[src/rtl/fm_phase_gen_if.sv]
// Parameter-fetch / phase-stream bundle of the FM phase generator.
//   master : the phase generator (drives busy, done, param_idx, phase_*;
//            receives start and the operator parameters)
//   slave  : the surrounding system (register file side + phase consumer)
//   start       frame scan request
//   busy, done  sweep / scan status, frame-complete pulse
//   param_idx   operator whose parameters are requested
//   block, fnum, mult, keyon, dvb, vib
//               operator parameters, valid one cycle after param_idx
//   phase_valid, phase_idx, phase_out
//               per-operator phase stream
interface fm_phase_gen_if #(
    parameter int OP_W = 6,
    parameter int PH_W = 10
) ();
    logic            start;
    logic            busy;
    logic            done;
    logic [OP_W-1:0] param_idx;
    logic [2:0]      block;
    logic [9:0]      fnum;
    logic [3:0]      mult;
    logic            keyon;
    logic            dvb;
    logic            vib;
    logic            phase_valid;
    logic [OP_W-1:0] phase_idx;
    logic [PH_W-1:0] phase_out;

    modport master (
        input  start, block, fnum, mult, keyon, dvb, vib,
        output busy, done, param_idx, phase_valid, phase_idx, phase_out
    );

    modport slave (
        output start, block, fnum, mult, keyon, dvb, vib,
        input  busy, done, param_idx, phase_valid, phase_idx, phase_out
    );
endinterface

[src/rtl/fm_phase_gen.sv]
// Self-sequencing per-operator phase generator for the FM synth.
// After reset the private phase RAM is swept to zero (busy high). Each
// start pulse received while idle scans all NUM_OPS operators: parameters
// are fetched through a 1-cycle-latency read port, the phase RAM entry is
// advanced by the operator increment (with optional vibrato) and the
// pre-update phase is streamed out, one operator per cycle.
// Ports:
//   clk    clock
//   reset  asynchronous, active-high; aborts any scan and restarts the sweep
//   bus    fm_phase_gen_if.master (start/busy/done, parameter fetch,
//          phase stream)
module fm_phase_gen #(
    parameter int NUM_OPS = 36,
    parameter int OP_W    = 6,
    parameter int ACC_W   = 19,
    parameter int PH_W    = 10,
    parameter int VIB_W   = 13
) (
    input  logic          clk,
    input  logic          reset,
    fm_phase_gen_if.master bus
);

    typedef enum logic [1:0] {S_INIT, S_IDLE, S_SCAN, S_DRAIN} state_t;

    localparam logic [OP_W-1:0] LAST = OP_W'(NUM_OPS - 1);
    // (fnum << 7) * 30 fits in 22 bits; widen only if the accumulator is wider
    localparam int PROD_W = (ACC_W > 22) ? ACC_W : 22;

    function automatic logic [4:0] mult_val(input logic [3:0] m);
        case (m)
            4'd0:    mult_val = 5'd1;
            4'd1:    mult_val = 5'd2;
            4'd2:    mult_val = 5'd4;
            4'd3:    mult_val = 5'd6;
            4'd4:    mult_val = 5'd8;
            4'd5:    mult_val = 5'd10;
            4'd6:    mult_val = 5'd12;
            4'd7:    mult_val = 5'd14;
            4'd8:    mult_val = 5'd16;
            4'd9:    mult_val = 5'd18;
            4'd10:   mult_val = 5'd20;
            4'd11:   mult_val = 5'd20;
            4'd12:   mult_val = 5'd24;
            4'd13:   mult_val = 5'd24;
            default: mult_val = 5'd30;
        endcase
    endfunction

    // Vibrato offset: magnitude from the top F-number bits, halved near the
    // vibrato peak and again for shallow depth; the negative half-cycle uses
    // the one's complement so the accumulator add subtracts (delta+1).
    function automatic logic [ACC_W-1:0] vib_offset(input logic [9:0]       f,
                                                    input logic             deep,
                                                    input logic [VIB_W-1:0] vc);
        logic [2:0] d;
        d = f[9:7];
        if (vc[VIB_W-2:VIB_W-3] == 2'b11) d = d >> 1;
        if (!deep)                         d = d >> 1;
        vib_offset = ACC_W'({1'b0, d});
        if (vc[VIB_W-1]) vib_offset = ~vib_offset;
    endfunction

    state_t             state;
    logic [OP_W-1:0]    idx_p0;
    logic               busy_r;
    logic               done_r;
    logic [VIB_W-1:0]   vibcnt;
    logic [NUM_OPS-1:0] hist;
    logic [ACC_W-1:0]   ram [NUM_OPS];

    logic               vld_p1;
    logic [OP_W-1:0]    idx_p1;
    logic [ACC_W-1:0]   q_p1;
    logic [PROD_W-1:0]  prod_p1;
    logic [ACC_W-1:0]   inc_p1;
    logic [ACC_W-1:0]   base_p1;
    logic [ACC_W-1:0]   sum_p1;
    logic               restart_p1;

    logic               vld_p2;
    logic [OP_W-1:0]    phase_idx_p2;
    logic [PH_W-1:0]    phase_out_p2;

    // ---- stage p0 -> p1: RAM read of the operator presented on param_idx
    always_ff @(posedge clk) begin
        if (state == S_INIT) begin
            ram[idx_p0] <= '0;
        end else if (vld_p1) begin
            ram[idx_p1] <= sum_p1;
        end
        q_p1   <= ram[idx_p0];
        idx_p1 <= idx_p0;
    end

    // ---- stage p1: parameters and RAM data meet; compute the update
    always_comb begin
        restart_p1 = bus.keyon & ~hist[idx_p1];
        base_p1    = restart_p1 ? '0 : q_p1;
        prod_p1    = (PROD_W'(bus.fnum) << bus.block) * PROD_W'(mult_val(bus.mult));
        inc_p1     = prod_p1[ACC_W-1:0]
                   + (bus.vib ? vib_offset(bus.fnum, bus.dvb, vibcnt) : '0);
        sum_p1     = base_p1 + inc_p1;
    end

    // ---- control and stage p1 -> p2 output registers
    always_ff @(posedge clk or posedge reset) begin
        if (reset) begin
            state        <= S_INIT;
            idx_p0       <= '0;
            busy_r       <= 1'b1;
            done_r       <= 1'b0;
            vibcnt       <= '0;
            hist         <= '0;
            vld_p1       <= 1'b0;
            vld_p2       <= 1'b0;
            phase_idx_p2 <= '0;
            phase_out_p2 <= '0;
        end else begin
            done_r <= 1'b0;
            vld_p1 <= (state == S_SCAN);
            vld_p2 <= vld_p1;
            if (vld_p1) begin
                hist[idx_p1] <= bus.keyon;
                phase_idx_p2 <= idx_p1;
                phase_out_p2 <= base_p1[ACC_W-1 -: PH_W];
            end
            case (state)
                S_INIT: begin
                    if (idx_p0 == LAST) begin
                        idx_p0 <= '0;
                        state  <= S_IDLE;
                        busy_r <= 1'b0;
                    end else begin
                        idx_p0 <= idx_p0 + 1'b1;
                    end
                end
                S_IDLE: begin
                    // done_r marks the frame-end cycle; a start there is dropped
                    if (bus.start && !done_r) begin
                        state  <= S_SCAN;
                        busy_r <= 1'b1;
                    end
                end
                S_SCAN: begin
                    if (idx_p0 == LAST) begin
                        idx_p0 <= '0;
                        state  <= S_DRAIN;
                    end else begin
                        idx_p0 <= idx_p0 + 1'b1;
                    end
                end
                S_DRAIN: begin
                    if (vld_p1 && idx_p1 == LAST) begin
                        done_r <= 1'b1;
                        vibcnt <= vibcnt + 1'b1;
                        state  <= S_IDLE;
                        busy_r <= 1'b0;
                    end
                end
                default: state <= S_INIT;
            endcase
        end
    end

    assign bus.busy        = busy_r;
    assign bus.done        = done_r;
    assign bus.param_idx   = idx_p0;
    assign bus.phase_valid = vld_p2;
    assign bus.phase_idx   = phase_idx_p2;
    assign bus.phase_out   = phase_out_p2;

endmodule

[src/flat_wrapper.sv]
// flat-port wrapper written by rule: the top's interface ports become plain ports
module fm_phase_gen_flat 
#(
    parameter int NUM_OPS = 36,
    parameter int OP_W    = 6,
    parameter int ACC_W   = 19,
    parameter int PH_W    = 10,
    parameter int VIB_W   = 13
)
  (clk, reset, bus_start, bus_block, bus_fnum, bus_mult, bus_keyon, bus_dvb, bus_vib, bus_busy, bus_done, bus_param_idx, bus_phase_valid, bus_phase_idx, bus_phase_out);
  fm_phase_gen_if #(.OP_W(OP_W), .PH_W(PH_W)) bus_i ();
  input  logic clk;
  input  logic reset;
  input wire logic [$bits(bus_i.start)-1:0] bus_start;
  input wire logic [$bits(bus_i.block)-1:0] bus_block;
  input wire logic [$bits(bus_i.fnum)-1:0] bus_fnum;
  input wire logic [$bits(bus_i.mult)-1:0] bus_mult;
  input wire logic [$bits(bus_i.keyon)-1:0] bus_keyon;
  input wire logic [$bits(bus_i.dvb)-1:0] bus_dvb;
  input wire logic [$bits(bus_i.vib)-1:0] bus_vib;
  output wire logic [$bits(bus_i.busy)-1:0] bus_busy;
  output wire logic [$bits(bus_i.done)-1:0] bus_done;
  output wire logic [$bits(bus_i.param_idx)-1:0] bus_param_idx;
  output wire logic [$bits(bus_i.phase_valid)-1:0] bus_phase_valid;
  output wire logic [$bits(bus_i.phase_idx)-1:0] bus_phase_idx;
  output wire logic [$bits(bus_i.phase_out)-1:0] bus_phase_out;
  assign bus_i.start = bus_start;
  assign bus_i.block = bus_block;
  assign bus_i.fnum = bus_fnum;
  assign bus_i.mult = bus_mult;
  assign bus_i.keyon = bus_keyon;
  assign bus_i.dvb = bus_dvb;
  assign bus_i.vib = bus_vib;
  assign bus_busy = bus_i.busy;
  assign bus_done = bus_i.done;
  assign bus_param_idx = bus_i.param_idx;
  assign bus_phase_valid = bus_i.phase_valid;
  assign bus_phase_idx = bus_i.phase_idx;
  assign bus_phase_out = bus_i.phase_out;
  fm_phase_gen #(.NUM_OPS(NUM_OPS), .OP_W(OP_W), .ACC_W(ACC_W), .PH_W(PH_W), .VIB_W(VIB_W)) u_core (.clk(clk), .reset(reset), .bus(bus_i));
endmodule
[config.mk]
export PLATFORM = sky130hd
export DESIGN_NAME = fm_phase_gen_flat
export DESIGN_NICKNAME = d
export VERILOG_FILES = /design/src/rtl/fm_phase_gen_if.sv /design/src/rtl/fm_phase_gen.sv /design/src/flat_wrapper.sv
export SDC_FILE = /design/constraint.sdc
export NUM_CORES = 1
export LEC_CHECK = 0
export ABC_CLOCK_PERIOD_IN_PS = 6200
export CORE_MARGIN = 3
export CORE_UTILIZATION = 40
export CTS_CLUSTER_SIZE = 14
export DETAILED_ROUTE_END_ITERATION = 16
export GPL_TIMING_DRIVEN = 0
export PLACE_DENSITY = 0.58
export SYNTH_ARGS = -nofsm -noshare
export SYNTH_HDL_FRONTEND = slang
export SYNTH_SLANG_ARGS = --single-unit
export TNS_END_PERCENT = 20
[constraint.sdc]
create_clock -name clk -period 6.2 [get_ports clk]
set_input_delay 0.62 -clock clk [delete_from_list [all_inputs] [get_ports clk]]
set_output_delay 0.62 -clock clk [all_outputs]
set_load 0.05 [all_outputs]
==> reports/results.tsv, run 1 <==
stage	metric	value	unit
power	leak pwr	0.0140	µW
sta	Worst slew margin	0.0489	
power	internal power	12700	µW
sta	final setup TNS	0	ns
placed_design	Port Buffer Count	44	
grt	global-route usage over all layers	0.188	
clock_tree	CTS H-Tree Depth	3	
power	switching power	6990	µW
logic_synthesis	Synth Cell Area	34400	µm²
floorplanning	Core Rows	106	
detailed_routing	WL per Instance	25.2	µm
logic_synthesis	Post-Syn Instances	1934	
placed_design	DP HPWL	56.5	mm
sta	RSZ-0062 raised after global routing	true	
grt	largest net degree at the start of global routing	50	
grt	first-pass GRT wire length	124	mm
power	Sw Ratio	0.354	
logic_synthesis	net count after synthesis	2066	
grt	vias in the first global route	18839	
logic_synthesis	Async SR Flop Fraction	0.0980	
power	Design Power	19700	µW
clock_tree	clk root buf	clkbuf_16	
setup_path	worst path required time	6.55	ns
power	combinational cell fraction of total power	0.395	
clock_tree	Hold Buf Count CTS	0	
detailed_routing	Iteration-0 DRC Markers	1540	
clock_tree	Clock Path Buffers	3	
layout	NumNets Final	2259	
layout	layout cells sized above 1	0.263	
layout	# fillers	7133	
setup_path	CP max FO	18	
floorplanning	Initial Util	0.408	
floorplanning	CORE AREA	84400	µm²
power	Reg power frac	0.366	
setup_path	CP startpoint	bus_block[0]	
logic_synthesis	largest area contributor in the netlist	edfxtp_1	
floorplanning	Die H	299	µm
sta	Tmin final	6.05	ns
logic_synthesis	post-synth cell types	61	
placed_design	Post-DP Area	37200	µm²
floorplanning	Die X	299	µm
clock_tree	insertion delay to the later sink of the worst-skew pair	0.64	ns
sta	clock skew	0.0493	ns
layout	multi-input combinational cell area	11000	µm²
detailed_routing	post-route ant nets	0	
setup_path	CP Launch Type	input port	
clock_tree	Clock Pin Slew Worst Setup and Hold Paths	0.06	ns
power	clock power share	0.239	
placed_design	routability cong.	0.818	
layout	Area growth syn-to-layout	17.4	%
power	peak supply drop	0.000349	V
flow_run	Max-cap violations	0	
grt	antenna violations before repair	2	
detailed_routing	DRC violations left	0	
power	PwrDens	489	nW/µm²
clock_tree	clock tree from TritonCTS	done	
logic_synthesis	Synth Warn #	0	
floorplanning	Total Die Area	89500	µm²
logic_synthesis	Avg Synthesized Cell Area	17.8	µm²
logic_synthesis	top cell type's share of synthesized area	0.597	
placed_design	# placed instances	3153	
logic_synthesis	register bit count reported by yosys	786	
sta	Achievable Freq	165	MHz
setup_path	Setup CP Type	in2reg	
layout	Non-Filler Instances	3327	
logic_synthesis	sequential area share after synthesis	0.668	
sta	worst slew pin tran	1.43	ns
floorplanning	I/O pins	48	
setup_path	most used cell, CP	fa_1	
clock_tree	CTS sink cnt	786	
detailed_routing	WL final	83.9	mm
logic_synthesis	count leader, synth	edfxtp_1	
logic_synthesis	commonest cells in the netlist	edfxtp_1 (684), mux4_2 (214), inv_1 (119)	
sta	Slew Limit Fails	0	
setup_path	endpoint type of the worst setup path	flip-flop	
setup_path	Cell Chain, Critical Path	clkdlybuf4s50_1 > buf_6 > mux2_2 > nor2_1 > a21oi_1 > a21oi_2 > buf_4 > nor2_1 > fa_1 > fa_1 > inv_1 > fa_1 > fa_1 > inv_1 > ha_1 > o2111ai_1 > a21oi_2 > o211ai_1 > buf_4 > a21oi_1 > o21a_2 > nor3_4 > buf_12	
layout	FF+latch area	23000	µm²
setup_path	critical path arrival	6.40	ns
min_path	Hold Path Class	in2async	
logic_synthesis	number of flops mapped to enable cells by yosys	684	
detailed_routing	DR vias/cell	5.44	
setup_path	worst r2r src	u_core.vibcnt[12]	
logic_synthesis	top post-synthesis cells by area	edfxtp_1 (60%), mux4_2 (14%), dfrtp_1 (5.5%), fa_1 (4.4%), mux2_2 (1.7%)	
layout	Finished Cell Area	40300	µm²
setup_path	slowest cell on the critical path	fa_1	
sta	endpoints failing hold	0	
detailed_routing	DR vias	18108	
detailed_routing	drt pass-1 iters	5	
logic_synthesis	Post-synth top flop	edfxtp_1	
clock_tree	CTS buffer count	80	
run_status	outcome	finished clean	
grt	total global routing overflow	0	
sta	Tcrit/Tclk final	0.976	
sta	Final Setup Violations	0	
setup_path	slowest cell delay on critical path	0.55	ns
==> sequential cells by signal, summed over array words and instances (netlist names), 2 cells and up <==
signal	count
u_core.ram	684
u_core.hist	36
u_core.q_p1	19
u_core.vibcnt	13
u_core.bus.phase_out	10
u_core.bus.param_idx	6
u_core.bus.phase_idx	6
u_core.idx_p1	6
u_core.state	2
==> worst paths after layout <==
kind,depth (start not counted),slack [ns],end
worst max-delay path,23,0.15,u_core.ram[32][15]
worst min-delay path,2,0.35,u_core.state[1]
worst max register to register,20,0.23,u_core.ram[32][15]
worst min register to register,1,0.47,u_core.vibcnt[4]
max in group asynchronous,3,5.29,u_core.bus.param_idx[5]
min in group clk,1,0.47,u_core.vibcnt[4]
==> layout make-up <==
class,count,share of cell area
diodes,2,0.000124
plain buffers,94,0.0109
clock buffers,100,0.0530
clock inverters,46,0.0108
inverters,119,0.0111
multi-input cells,938,0.272
flip-flops and latches,786,0.569
well taps,1134,0.0352
repair buffers,108,0.0372
==> power by group through the flow <==
stage	logic [µW]	registers, µW	clock network, µW
4_1_cts	7590	7220	4800
2_1_floorplan	4150	7470	0
3_5_place_dp	6880	7340	0
3_3_place_gp	6390	7390	0
6_report	7780	7210	4720
5_1_grt	8330	7250	5010
==> stage by stage <==
step / utilization / hold WS [ns] / worst slack (ns)
6_report: 0.478 / 0.349 / 0.151
3_3_place_gp: 0.430 / 0.453 / -2.92
5_1_grt: 0.478 / 0.381 / -0.0728
4_1_cts: 0.475 / 0.327 / 0.00230
2_1_floorplan: - / 0.425 / -0.281
3_5_place_dp: 0.441 / 0.458 / -2.07
==> metal layers <==
metal	share of wire	global-route usage	wire length, µm
met1	0.43	0.259	35700
met2	0.48	0.305	40300
met3	0.062	0.0360	5230
met4	0.031	0.0601	2630
met5	0.00015	0	13
==> repair_timing <==
action | in CTS | in global routing
endpoints found under the setup margin | 468 | 453
gates resized for setup | 23 | 36
buffers inserted | 15 | 7
pin swaps | 13 | 6
gates cloned | 4 | 1
==> cells by family after synthesis <==
logic type                 share of synthesized area
adders and majority gates                     0.0563
AOI/OAI and AO/OA                             0.0191
DFF                                            0.668
and+or+nand+nor                               0.0528
xor gates and xnor gates                     0.00932
muxes                                          0.169
buffers and inverters                         0.0253
==> critical path, delay by kind of cell <==
kind,cells,cell delay [ns]
buffers and inverters,7,1.31
and+or+nand+nor,3,0.21
adders and majority gates,5,2.41
muxes,1,0.36
AOI/OAI and AO/OA,7,1.46
==> placed cells by master, fill, tap and decap left out, types with 13 or more instances in the layout <==
cell / count
a21oi_1: 15
and2_1: 25
buf_2: 29
buf_4: 14
buf_8: 27
clkbuf_1: 63
clkbuf_16: 83
clkdlybuf4s50_1: 44
clkinv_1: 18
clkinv_2: 13
dfrtp_1: 76
dfxtp_1: 25
edfxtp_1: 684
fa_1: 76
ha_1: 32
inv_1: 118
mux2_2: 51
mux2i_1: 29
mux4_2: 214
nand2_1: 111
nand2b_1: 21
nand3_1: 13
nor2_1: 61
nor2_2: 32
nor2_4: 17
nor2b_1: 29
o21ai_0: 43
xnor2_1: 26
(Power assumes the default switching activity.)
==> run 2, diff against run 1 <==
--- a/config.mk
+++ b/config.mk
@@ -8,6 +8,7 @@
 export ABC_CLOCK_PERIOD_IN_PS = 6200
 export CORE_MARGIN = 3
 export CORE_UTILIZATION = 40
+export CTS_CLUSTER_DIAMETER = 100
 export CTS_CLUSTER_SIZE = 14
 export DETAILED_ROUTE_END_ITERATION = 16
 export GPL_TIMING_DRIVEN = 0
==> run 2 against run 1 <==
Net effect:
- utilization is 0.92 points lower
- routed wire length shrank 0.46%
- sequential cell count unchanged
- critical path type unchanged
- largest cell class unchanged
- highest routed layer is now met4
==> reports/results.tsv, run 2 (same netlist as run 1, synthesis figures left out) <==
stage	metric	value	unit	change
run_status	outcome	finished clean		
flow_run	Max-cap violations	0		unchanged
layout	layout cells sized above 1	0.253		-0.0102
setup_path	critical path endpoint	u_core.ram[32][15]		
sta	final worst setup slack	0.186	ns	+0.0352 ns
layout	Largest register FFs	684		unchanged
detailed_routing	drt pass-1 iters	6		+1
sta	RSZ-0062 raised after global routing	true		
power	Reg power frac	0.386		+0.020
grt	vias in the first global route	18701		-0.73%
detailed_routing	WL final	83.5	mm	-0.46%
detailed_routing	WL per Instance	25.5	µm	+1.2%
floorplanning	Die H	299	µm	unchanged
placed_design	DP HPWL	56.5	mm	unchanged
power	internal power	12000	µW	-6.0%
sta	final setup TNS	0	ns	unchanged
power	combinational cell fraction of total power	0.408		+0.013
detailed_routing	post-route ant nets	0		unchanged
sta	Tcrit/Tclk final	0.970		-0.00567
layout	Area growth syn-to-layout	15.1	%	
min_path	Hold Path Class	in2async		
setup_path	CP max FO	10		-8
floorplanning	I/O pins	48		unchanged
sta	clock skew	0.0368	ns	-0.0125 ns
layout	Reg with most FFs	u_core.ram		
placed_design	Place WS	-2.07	ns	unchanged
sta	Slew Limit Fails	0		unchanged
power	PwrDens	473	nW/µm²	-3.3%
grt	global-route usage over all layers	0.188		+0.000189
layout	NumNets Final	2245		-0.62%
sta	Achievable Freq	166	MHz	+0.58%
power	clock power share	0.207		-0.032
setup_path	worst path required time	6.64	ns	+0.09 ns
setup_path	worst r2r src	u_core.vibcnt[12]		
detailed_routing	DR vias/cell	5.47		+0.47%
sta	endpoints failing hold	0		unchanged
setup_path	critical path arrival	6.45	ns	+0.05 ns
clock_tree	clock tree from TritonCTS	done		
clock_tree	Clock Path Buffers	3		unchanged
floorplanning	CORE AREA	84400	µm²	unchanged
power	switching power	6740	µW	-3.6%
clock_tree	clk root buf	clkbuf_16		
setup_path	r2r setup slk	0.27	ns	+0.04 ns
clock_tree	CTS buffer count	66		-18%
clock_tree	Clock Pin Slew Worst Setup and Hold Paths	0.07	ns	about the same
clock_tree	Hold Buf Count CTS	0		unchanged
layout	commonest non-fill, non-tap cell in the layout	edfxtp_1		
grt	total global routing overflow	0		unchanged
clock_tree	CTS H-Tree Depth	3		unchanged
power	peak supply drop	0.000332	V	-4.8%
setup_path	Setup CP Type	in2reg		
detailed_routing	DRC violations left	0		unchanged
setup_path	endpoint type of the worst setup path	flip-flop		
power	leak pwr	0.0136	µW	-2.6%
sta	Final Setup Violations	0		unchanged
clock_tree	insertion delay to the later sink of the worst-skew pair	0.62	ns	-0.02 ns
detailed_routing	Iteration-0 DRC Markers	1617		+5.0%
floorplanning	Initial Util	0.408		unchanged
grt	largest net degree at the start of global routing	50		unchanged
floorplanning	Core Rows	106		unchanged
layout	Non-Filler Instances	3273		-1.6%
layout	# fillers	7192		+0.83%
setup_path	R2R depth	19		-5.0%
placed_design	Port Buffer Count	44		unchanged
power	Design Power	18700	µW	-5.2%
clock_tree	CTS sink cnt	786		unchanged
setup_path	Worst R2R End	u_core.ram[32][15]		
floorplanning	Die X	299	µm	unchanged
layout	most frequent cells in the layout	edfxtp_1 (684), mux4_2 (214), inv_1 (117)		
layout	FF+latch area	23000	µm²	unchanged
sta	Worst slew margin	0.0554		+0.00647
layout	biggest regs	u_core.ram: 684 flops, u_core.hist: 36 flops, u_core.q_p1: 19 flops		
layout	Finished Cell Area	39600	µm²	-1.9%
placed_design	Post-DP Area	37200	µm²	unchanged
sta	Tmin final	6.01	ns	-0.0352 ns
setup_path	CP startpoint	bus_block[0]		
detailed_routing	DR vias	17897		-1.2%
layout	multi-input combinational cell area	11000	µm²	-0.23%
power	Sw Ratio	0.360		+0.00596
floorplanning	Total Die Area	89500	µm²	unchanged
sta	worst slew pin tran	1.42	ns	-0.00970 ns
setup_path	CP Launch Type	input port		
grt	first-pass GRT wire length	124	mm	about the same
placed_design	routability cong.	0.818		unchanged
grt	antenna violations before repair	3		+1
placed_design	# placed instances	3153		unchanged
[run 2: changes by cell type in the layout (fill, tap and decap cells not counted), moves of 2 or more]
cell        delta
clkinvlp_4     -2
clkbuf_16     -15
buf_8          +2
clkinv_1      -17
clkbuf_2       +2
buf_4          +4
bufinv_16      -5
clkbuf_8       -2
clkinv_2      -13
inv_6          -2
buf_12         -6
[run 2: area by class of cell]
class,instances,area share
Sequential cell,786,0.580
Multi-Input combinational cell,938,0.277
Inverter,119,0.0114
Antenna cell,2,0.000126
Timing Repair Buffer,108,0.0360
Buffer,94,0.0110
Clock buffer,85,0.0446
Clock inverter,7,0.00323
Tap cell,1134,0.0359
[run 2: how the worst min path moves through the flow]
stage	end	slack, ns
3_3_place_gp	u_core.vibcnt[4]	0.45
2_1_floorplan	u_core.bus.phase_valid	0.43
5_1_grt	u_core.state[1]	0.39
6_report	u_core.vibcnt[4]	0.36
4_1_cts	u_core.bus.phase_out[9]	0.34
3_5_place_dp	u_core.idx_p1[4]	0.46
[run 2: routing by layer]
layer / GRT usage / wire length [µm] / part of all wire / up-vias
li1: - / - / - / 7737
met1: 0.266 / 35600 / 0.43 / 9484
met2: 0.307 / 40700 / 0.49 / 560
met3: 0.0280 / 5180 / 0.062 / 116
met4: 0.0523 / 2070 / 0.025 / 0
met5: 0 / 0 / 0 / -
[run 2: what timing repair did]
action | in CTS | in global routing
pin swaps | 16 | 7
setup endpoints to repair | 468 | 449
setup buffers | 19 | 4
resized for setup | 24 | 28
gates cloned | 4 | 0
[run 2: power by group through the flow]
stage	logic [µW]	clock network [µW]	registers, µW
after floorplan	4150	0	7470
after global routing	8160	4150	7250
final	7620	3870	7210
after CTS	7620	3960	7210
after detailed placement	6880	0	7340
after global placement	6390	0	7390
[run 2: per-stage QoR]
step	util	hold slack (ns)
global route	0.469	0.390
global placement	0.430	0.453
finish	0.469	0.363
detailed placement	0.441	0.458
floorplan	-	0.425
CTS	0.467	0.341
[run 2: critical path, cell delays in order]
cell and delay [ns]:
clkdlybuf4s50_1 0.53, buf_6 0.18, mux2_2 0.36, nor2_1 0.09, a21oi_1 0.09, a21oi_2 0.25
nor2_1 0.09, fa_1 0.51, fa_1 0.52, fa_1 0.56, inv_1 0.06, fa_1 0.54
inv_1 0.04, ha_1 0.35, a21o_1 0.21, a21oi_2 0.17, a21oi_2 0.10, o211ai_1 0.17
buf_4 0.17, a21oi_2 0.08, o21a_2 0.30, nor3_4 0.21, buf_4 0.22
